### src/rtl/cu_isa_pkg.sv
`default_nettype none
// ============================================================================
//  Module   : cu_isa_pkg
//  Brief    : Shared ISA constants for the compute unit: word and address
//             widths, opcode encodings, instruction field offsets and the
//             fetch-stage state type.
//  Revision : 1.0  initial release
// ============================================================================
package cu_isa_pkg;

    // Datapath geometry
    localparam int INST_WIDTH   = 16;
    localparam int ADDR_WIDTH   = 5;
    localparam int PC_STEP      = 2;

    // Instruction field offsets: opcode in the top nibble, operand below it
    localparam int OPCODE_WIDTH = 4;
    localparam int OPCODE_MSB   = INST_WIDTH - 1;
    localparam int OPCODE_LSB   = INST_WIDTH - OPCODE_WIDTH;
    localparam int OPERAND_MSB  = OPCODE_LSB - 1;
    localparam int OPERAND_LSB  = 0;

    // Opcode encodings
    localparam logic [OPCODE_WIDTH-1:0] OP_LD   = 4'b0001;
    localparam logic [OPCODE_WIDTH-1:0] OP_ST   = 4'b0010;
    localparam logic [OPCODE_WIDTH-1:0] OP_PUSH = 4'b0100;
    localparam logic [OPCODE_WIDTH-1:0] OP_PULL = 4'b0101;
    localparam logic [OPCODE_WIDTH-1:0] OP_HALT = 4'b1111;

    // Fetch-stage state, explicitly encoded
    typedef enum logic [1:0] {
        IDLE   = 2'd0,
        FETCH  = 2'd1,
        HALTED = 2'd2
    } fetch_state_e;

endpackage
`default_nettype wire

### src/rtl/instruction_fetch_if_id_reg.sv
`default_nettype none
// ============================================================================
//  Module   : if_id_reg
//  Brief    : IF/ID pipeline register with a valid/ready output handshake.
//             Holds one instruction and its byte address. A load overwrites
//             the contents (even while a transfer completes the same edge),
//             a clear or a completed transfer empties it, otherwise it holds.
//  Revision : 1.0  initial release
// ============================================================================
module if_id_reg #(
    parameter int INST_WIDTH = cu_isa_pkg::INST_WIDTH,
    parameter int ADDR_WIDTH = cu_isa_pkg::ADDR_WIDTH
) (
    input  logic                  clk,
    input  logic                  rst,
    input  logic                  i_load,
    input  logic                  i_clear,
    input  logic [INST_WIDTH-1:0] i_instr,
    input  logic [ADDR_WIDTH-1:0] i_pc,
    input  logic                  i_ready,
    output logic                  o_valid,
    output logic [INST_WIDTH-1:0] o_instr,
    output logic [ADDR_WIDTH-1:0] o_pc
);

    logic                  r_valid;
    logic [INST_WIDTH-1:0] r_instr;
    logic [ADDR_WIDTH-1:0] r_pc;
    logic                  w_drain;

    // A held entry leaves the register when the consumer is ready
    assign w_drain = r_valid && i_ready;

    // Load has priority; clear/drain only drop valid so the payload stays stable
    always_ff @(posedge clk) begin
        if (rst) begin
            r_valid <= 1'b0;
            r_instr <= '0;
            r_pc    <= '0;
        end else if (i_load) begin
            r_valid <= 1'b1;
            r_instr <= i_instr;
            r_pc    <= i_pc;
        end else if (i_clear || w_drain) begin
            r_valid <= 1'b0;
        end
    end

    assign o_valid = r_valid;
    assign o_instr = r_instr;
    assign o_pc    = r_pc;

endmodule
`default_nettype wire

### src/rtl/instruction_fetch.sv
`default_nettype none
// ============================================================================
//  Module   : instruction_fetch
//  Brief    : PC / fetch stage. Drives the byte address into a combinational
//             instruction ROM, forwards each returned word through the IF/ID
//             register to the decoder, and stops on a HALT opcode, which is
//             consumed rather than forwarded. Reports done once halted and
//             drained.
//  Revision : 1.0  initial release
// ============================================================================
module instruction_fetch #(
    parameter int                                  INST_WIDTH  = cu_isa_pkg::INST_WIDTH,
    parameter int                                  ADDR_WIDTH  = cu_isa_pkg::ADDR_WIDTH,
    parameter int                                  PC_STEP     = cu_isa_pkg::PC_STEP,
    parameter logic [cu_isa_pkg::OPCODE_WIDTH-1:0] HALT_OPCODE = cu_isa_pkg::OP_HALT
) (
    input  logic                  clk,
    input  logic                  rst,
    input  logic                  start,
    output logic [ADDR_WIDTH-1:0] read_addr,
    input  logic [INST_WIDTH-1:0] inst_in,
    output logic                  if_valid,
    input  logic                  if_ready,
    output logic [INST_WIDTH-1:0] if_instr,
    output logic [ADDR_WIDTH-1:0] if_pc,
    output logic                  busy,
    output logic                  done
);

    import cu_isa_pkg::*;

    // PC arithmetic wraps naturally at 2^ADDR_WIDTH
    localparam logic [ADDR_WIDTH-1:0] c_PC_STEP  = ADDR_WIDTH'(PC_STEP);
    localparam logic [ADDR_WIDTH-1:0] c_PC_RESET = '0;

    fetch_state_e            r_state;
    fetch_state_e            w_state_next;
    logic [ADDR_WIDTH-1:0]   r_pc;

    logic [OPCODE_WIDTH-1:0] w_opcode;
    logic                    w_is_halt;
    logic                    w_load;
    logic                    w_fwd;
    logic                    w_consume_halt;
    logic                    w_restart;
    logic                    w_busy;
    logic                    w_done;
    logic                    w_if_valid;
    logic [INST_WIDTH-1:0]   w_if_instr;
    logic [ADDR_WIDTH-1:0]   w_if_pc;

    // The ROM answers in the same cycle, so the opcode is decoded straight off inst_in
    assign w_opcode = inst_in[INST_WIDTH-1 -: OPCODE_WIDTH];

    // State register
    always_ff @(posedge clk) begin
        if (rst) begin
            r_state <= IDLE;
        end else begin
            r_state <= w_state_next;
        end
    end

    // Next-state logic: start is only honoured outside FETCH
    always_comb begin
        w_state_next = r_state;
        case (r_state)
            IDLE: begin
                if (start) begin
                    w_state_next = FETCH;
                end
            end
            FETCH: begin
                if (w_consume_halt) begin
                    w_state_next = HALTED;
                end
            end
            HALTED: begin
                if (start) begin
                    w_state_next = FETCH;
                end
            end
            default: begin
                w_state_next = IDLE;
            end
        endcase
    end

    // Output / control decode from the registered state
    always_comb begin
        w_is_halt      = (w_opcode == HALT_OPCODE);
        w_busy         = (r_state != IDLE);
        w_done         = (r_state == HALTED) && !w_if_valid;
        // A slot is free when the register is empty or is being emptied this edge
        w_load         = (r_state == FETCH) && (!w_if_valid || if_ready);
        w_fwd          = w_load && !w_is_halt;
        w_consume_halt = w_load && w_is_halt;
        w_restart      = start && ((r_state == IDLE) || (r_state == HALTED));
    end

    // Program counter: reload on (re)start, advance on every forwarded word, hold otherwise
    always_ff @(posedge clk) begin
        if (rst) begin
            r_pc <= c_PC_RESET;
        end else if (w_restart) begin
            r_pc <= c_PC_RESET;
        end else if (w_fwd) begin
            r_pc <= r_pc + c_PC_STEP;
        end
    end

    // A consumed HALT never enters the register; clearing it drops any entry
    // that is being transferred on the same edge.
    if_id_reg #(
        .INST_WIDTH (INST_WIDTH),
        .ADDR_WIDTH (ADDR_WIDTH)
    ) u_if_id_reg (
        .clk     (clk),
        .rst     (rst),
        .i_load  (w_fwd),
        .i_clear (w_consume_halt),
        .i_instr (inst_in),
        .i_pc    (r_pc),
        .i_ready (if_ready),
        .o_valid (w_if_valid),
        .o_instr (w_if_instr),
        .o_pc    (w_if_pc)
    );

    assign read_addr = r_pc;
    assign if_valid  = w_if_valid;
    assign if_instr  = w_if_instr;
    assign if_pc     = w_if_pc;
    assign busy      = w_busy;
    assign done      = w_done;

endmodule
`default_nettype wire

### config.mk
export PLATFORM = sky130hd
export DESIGN_NAME = instruction_fetch
export DESIGN_NICKNAME = d
export VERILOG_FILES = /design/src/rtl/cu_isa_pkg.sv /design/src/rtl/instruction_fetch_if_id_reg.sv /design/src/rtl/instruction_fetch.sv
export SDC_FILE = /design/constraint.sdc
export NUM_CORES = 1
export LEC_CHECK = 0
export BUFFER_PORTS_ARGS = -buffer_cell sky130_fd_sc_hd__buf_2
export CORE_ASPECT_RATIO = 1.4
export CORE_MARGIN = 2
export CORE_UTILIZATION = 40
export DETAILED_ROUTE_END_ITERATION = 16
export PLACE_DENSITY = 0.66
export SLEW_MARGIN = 20
export SYNTH_ARGS = -nofsm -noshare
export SYNTH_HDL_FRONTEND = slang
export SYNTH_SLANG_ARGS = --single-unit
### constraint.sdc
create_clock -name clk -period 3 [get_ports clk]
set_input_delay 0.6 -clock clk [delete_from_list [all_inputs] [get_ports clk]]
set_output_delay 0.6 -clock clk [all_outputs]
set_load 0.1 [all_outputs]
# --- Yosys cells after proc, flatten, opt, wreduce, memory -nomap -nowiden ---
# Cells that the tools add are included.
classes:
  n_addsub: 1
  eq_ne: 5
  mux: 5
  reduce_logical: 17
ops:
  columns: ["cell", "n"]
  rows:
  - ["$logic_and A1 B1 Y1", 6]
  - ["$add A5 B2 Y5 const B", 1]
  - ["$eq A4 B4 Y1 const B", 1]
  - ["$mux W2", 2]
  - ["$ne A2 B1 Y1 const B", 2]
  - ["$pmux W2 S2", 1]
  - ["$reduce_bool A2 Y1", 2]
  - ["$reduce_or A2 Y1", 2]
  - ["$logic_or A1 B1 Y1", 3]
  - ["$eq A2 B1 Y1 const B", 1]
  - ["$eq A2 B2 Y1 const B", 1]
  - ["$logic_not A1 Y1", 2]
  - ["$logic_not A2 Y1", 1]
  - ["$mux W1", 2]
  - ["$reduce_and A2 Y1", 1]
word_totals:
  reg_bits: 29
  in_bits: 20
  out_inout_bits: 29
  word_cells: 33

# --- Depth between registers and ports, before layout ---
depth:
  depth_word: 7
  ltp_mapped: 5
  depth_no_buf: 3

# --- Cells and area by module ---
# Synthesis repeated with hierarchy kept, for this count alone.
unflattened:
  cells_unflattened: 114
  hier_area_um2: 1181.1
by_module_without_submodules:
  columns: ["module", "instances", "cells_each", "area_per_inst_um2", "seq_area_each_um2"]
  rows:
  - ["if_id_reg", 1, 72, 810.8, 440.4]
  - ["instruction_fetch", 1, 42, 370.4, 120.1]

# --- Least setup slack after synthesis ---
# OpenSTA, ideal clock, no wires.
synth_timing:
  path_type: "register to output"
  from: "register u_if_id_reg.r_valid, in the netlist u_if_id_reg.o_valid"
  to: "output done"
  t_arrival_ns: 3.016
  required_time_ns: 2.400
  path_slack_ns: -0.616
  stages_incl_launch_ff: 2
  path_buffers: 0
  path_cell_list: "dfxtp_1 nor3b_1"
synth_via:
  elab_chain_cells: 2
synth_rtl:
  columns: ["item", "line", "rtl"]
  rows:
  - ["start, declared", "instruction_fetch_if_id_reg.sv:26", "logic r_valid;"]
  - ["start signal, assigned", "instruction_fetch_if_id_reg.sv:37", "r_valid <= 1'b0;"]
  - ["start signal, assigned", "instruction_fetch_if_id_reg.sv:41", "r_valid <= 1'b1;"]
  - ["start signal, assigned", "instruction_fetch_if_id_reg.sv:45", "r_valid <= 1'b0;"]
  - ["$logic_not A1 Y1", "instruction_fetch.sv:93", "w_done = (r_state == HALTED) && !w_if_valid;"]
  - ["$logic_and A1 B1 Y1", "instruction_fetch.sv:93", null]
  - ["end, declared", "instruction_fetch.sv:27", "output logic done"]
# No other way between the ends.

# --- Worst setup path after layout ---
layout_timing:
  from: "register r_state[0]"
  to: "output busy"
layout_via:
  elab_chain_cells: 1
layout_rtl:
  columns: ["item", "line", "rtl"]
  rows:
  - ["start, declared", "instruction_fetch.sv:36", "fetch_state_e r_state;"]
  - ["start signal, assigned", "instruction_fetch.sv:60", "r_state <= w_state_next;"]
  - ["$reduce_bool A2 Y1", "instruction_fetch.sv:92", "w_busy = (r_state != IDLE);"]
  - ["end, declared", "instruction_fetch.sv:26", "output logic busy,"]
# No other way between the ends.

==> reports/qor.yml <==
place:
  post-place-ws_ns: 1.02
  io_buffer_count: 46
  hpwlAfterDp_mm: 2.03
  place_congestion: 0.708
clock_network:
  h-tree-depth: 1
  clockBufferDepth: 2
  cts_made_buffers: 3
  cts-root-buf: "clkbuf_8"
  ctsHoldBuffers: 0
  clock_sinks: 27
  clkTransAtPathRegs_ns: 0.09
  clkLatencyLatePin_ns: 0.27
  cts_tree: "built"
  cts_setup_buffers: 0
  cts-resized-gates: 0
setup_path:
  crit_buf_inv: 1
  critPathSlowestCell: "dfxtp_1"
  cp_max_fo: 6
  setup.worst_path.class: "flop to output pin"
  regToRegSetupSlack_ns: 1.44
  crit_arrival_ns: 1.28
  end_kind: "output pin"
  crit_family: "flip-flops"
  cp.depth: 2
  path_cells: "or2_2 -> buf_2"
  worst_path_largest_cell_delay_ns: 0.45
  reg2reg_to: "read_addr[1]"
  cp.required_ns: 2.40
  crit_path_start_kind: "flop"
  rr_startpoint: "r_state[0]"
  ff2ff_path_depth: 3
route:
  wl_per_cell_um: 15.4
  drc_errors: 0
  ant_nets: 0
  first_pass_iters: 4
  drt_wl_total_mm: 3.15
  vias_per_cell: 5.72
  dr_total_vias: 1173
  drt_first_iter_violations: 39
timing:
  final_max_slew_viol_count: 0
  tightest_slew_ns: 0.782
  timing.hold.ws_ns: 0.471
  setup_tns_ns: 0
  period_share_pct: 62.7
  rsz0062_at_grt: "false"
  max_freq_mhz: 532
  setup_viol: 0
  clock_skew_ns: 0.00439
  slew_headroom_pct: 47.7
  min_period_ns: 1.88
  timing.final.ws_setup_ns: 1.12
  hold_viol: 0
synthesis:
  synth_top_cell_by_area: "dfxtp_1"
  syn_avg_cell_area_um2: 9.60
  ys_types: 32
  synth.area.top_cells: "dfxtp_1, o31ai_1, nand4_1"
  syn_inst: 130
  ys_seq_area_share_pct: 43.3
  synth.ff_latch_count: 27
  syn-cell-area_um2: 1250
  synth_top_area_share_pct: 43.3
  yosysWarningCount: 0
global_routing:
  grt_pass1_vias: 1138
  grt_max_degree: 24
  antenna_found_initial: 0
  grtUsageTotal_pct: 18.5
  grt-ovfl-total: 0
  grt_first_pass_wirelength_mm: 5.24
floorplanning:
  core_area_um2: 3030
  ios: 49
  placementRows: 24
  start_util_pct: 41.1
  die_area_um2: 3590
  die-height_um: 70.1
  fp.dieW_um: 51.2
power:
  p_clk_share_pct: 24.5
  seq_power_share_pct: 45.8
  vdd.ir_drop.worst_v: 0.000292
  power.total_uw: 851
  p_leak_nw: 0.633
  p_sw_share_pct: 39.1
  p_per_area_nw_per_um2: 577
  p_switching_uw: 333
  p_int_uw: 518
  p_comb_share_pct: 29.7
final_layout:
  area_growth_pct: 18.3
  n_antenna_cell: 0
  nNetsFinal: 188
  drive_gt1_share_pct: 36.7
  fillCellCount: 299
hold_path:
  worstHoldStart: "u_if_id_reg.o_pc[4]"
  hold_class: "flop to flop"
  hold_path_depth: 2
  min_to: "u_if_id_reg.o_pc[4]"
run_status:
  status: "complete, no violations"
run:
  maxCapViolCount: 0
==> synth_stat cells <==
| library cell | n |
|---|---|
| dfxtp_1 | 27 |
| a21oi_1 | 19 |
| nand4_1 | 19 |
| o31ai_1 | 18 |
| buf_2 | 7 |
| o221a_2 | 4 |
| buf_4 | 3 |
| nand3_1 | 3 |
| clkbuf_1 | 2 |
| mux2i_1 | 2 |
| nand2_1 | 2 |
| nand2b_1 | 2 |
| nand3b_1 | 2 |
| nor3b_1 | 2 |
| a31oi_1 | 1 |
| and2b_4 | 1 |
| and4_4 | 1 |
| buf_6 | 1 |
| buf_8 | 1 |
| clkbuf_8 | 1 |
| clkinv_1 | 1 |
| conb_1 | 1 |
| ha_1 | 1 |
| nand2b_2 | 1 |
| nor2_1 | 1 |
| nor2b_4 | 1 |
| nor3_2 | 1 |
| nor4_2 | 1 |
| o21a_1 | 1 |
| o21ai_0 | 1 |
| or2_2 | 1 |
| or4_1 | 1 |
==> state kept, by name, summed over array words and instances (netlist names) <==
signal,cells
r_state,2
read_addr,4
u_if_id_reg.o_instr,16
u_if_id_reg.o_pc,4
u_if_id_reg.o_valid,1
==> area by class of cell <==
| class | count | area [um^2] | area share (%) |
|---|---|---|---|
| Sequential cell | 27 | 541 | 36.6 |
| Timing Repair Buffer | 46 | 230 | 15.6 |
| Multi-Input combinational cell | 88 | 607 | 41.1 |
| Clock buffer | 4 | 45.0 | 3.05 |
| Inverter | 1 | 3.75 | 0.254 |
| Tap cell | 39 | 48.8 | 3.31 |
==> kinds of logic after synthesis <==
group,after synthesis,share of synthesized area (%)
AO/OA/AOI/OAI,44,23.6
adder cells (fa/ha/maj),1,1.00
buffers and inverters,16,8.73
flip-flops,27,43.3
multiplexers,2,1.60
other,1,0.301
AND/OR/NAND/NOR,39,21.5
==> through the flow <==
step	utilization, %	instance area, um^2	std cells
final	48.6	1480	205
after global routing	48.6	1480	205
after CTS	48.6	1480	205
after detailed placement	47.2	1430	201
after global placement	47.2	1430	201
after floorplan	-	1260	131
==> worst max path at each step <==
stage | from | slack [ns] | end
2_1_floorplan | u_if_id_reg.o_valid | 0.39 | done
3_3_place_gp | if_ready | 1.08 | u_if_id_reg.o_instr[12]
3_5_place_dp | if_ready | 1.02 | u_if_id_reg.o_instr[14]
4_1_cts | r_state[0] | 1.12 | busy
5_1_grt | r_state[0] | 1.06 | done
6_report | r_state[0] | 1.12 | busy
==> worst min-delay path, stage by stage (launching register included) <==
cell and delay (ns):
dfxtp_1 0.32, o31ai_1 0.06, a21oi_1 0.06
==> cell usage in the layout, fill, tap and decap left out, types with 2 or more instances in the layout <==
master	count
buf_2	46
dfxtp_1	27
nand4_1	19
a21oi_1	19
o31ai_1	18
o221a_2	4
nand3_1	3
clkbuf_8	3
nand2b_1	2
nand2_1	2
nand3b_1	2
mux2i_1	2
conb_1	2
==> power by group through the flow <==
stage                     registers, mW  logic [mW]  clock network [mW]
final                             0.390       0.253               0.208
after global routing              0.393       0.263               0.231
after CTS                         0.389       0.253               0.213
after detailed placement          0.398       0.252                   0
after global placement            0.397       0.249                   0
after floorplan                   0.521      0.0934                   0
==> routing by layer <==
| layer | vias to the layer above | wire (um) | GRT usage, % |
|---|---|---|---|
| met5 | - | 0 | 0 |
| met4 | 0 | 39 | 6.61 |
| met3 | 5 | 114 | 2.78 |
| met2 | 28 | 1570 | 30.7 |
| met1 | 565 | 1430 | 24.0 |
| li1 | 575 | - | - |
Note: power is estimated with default switching activity, not from simulation.
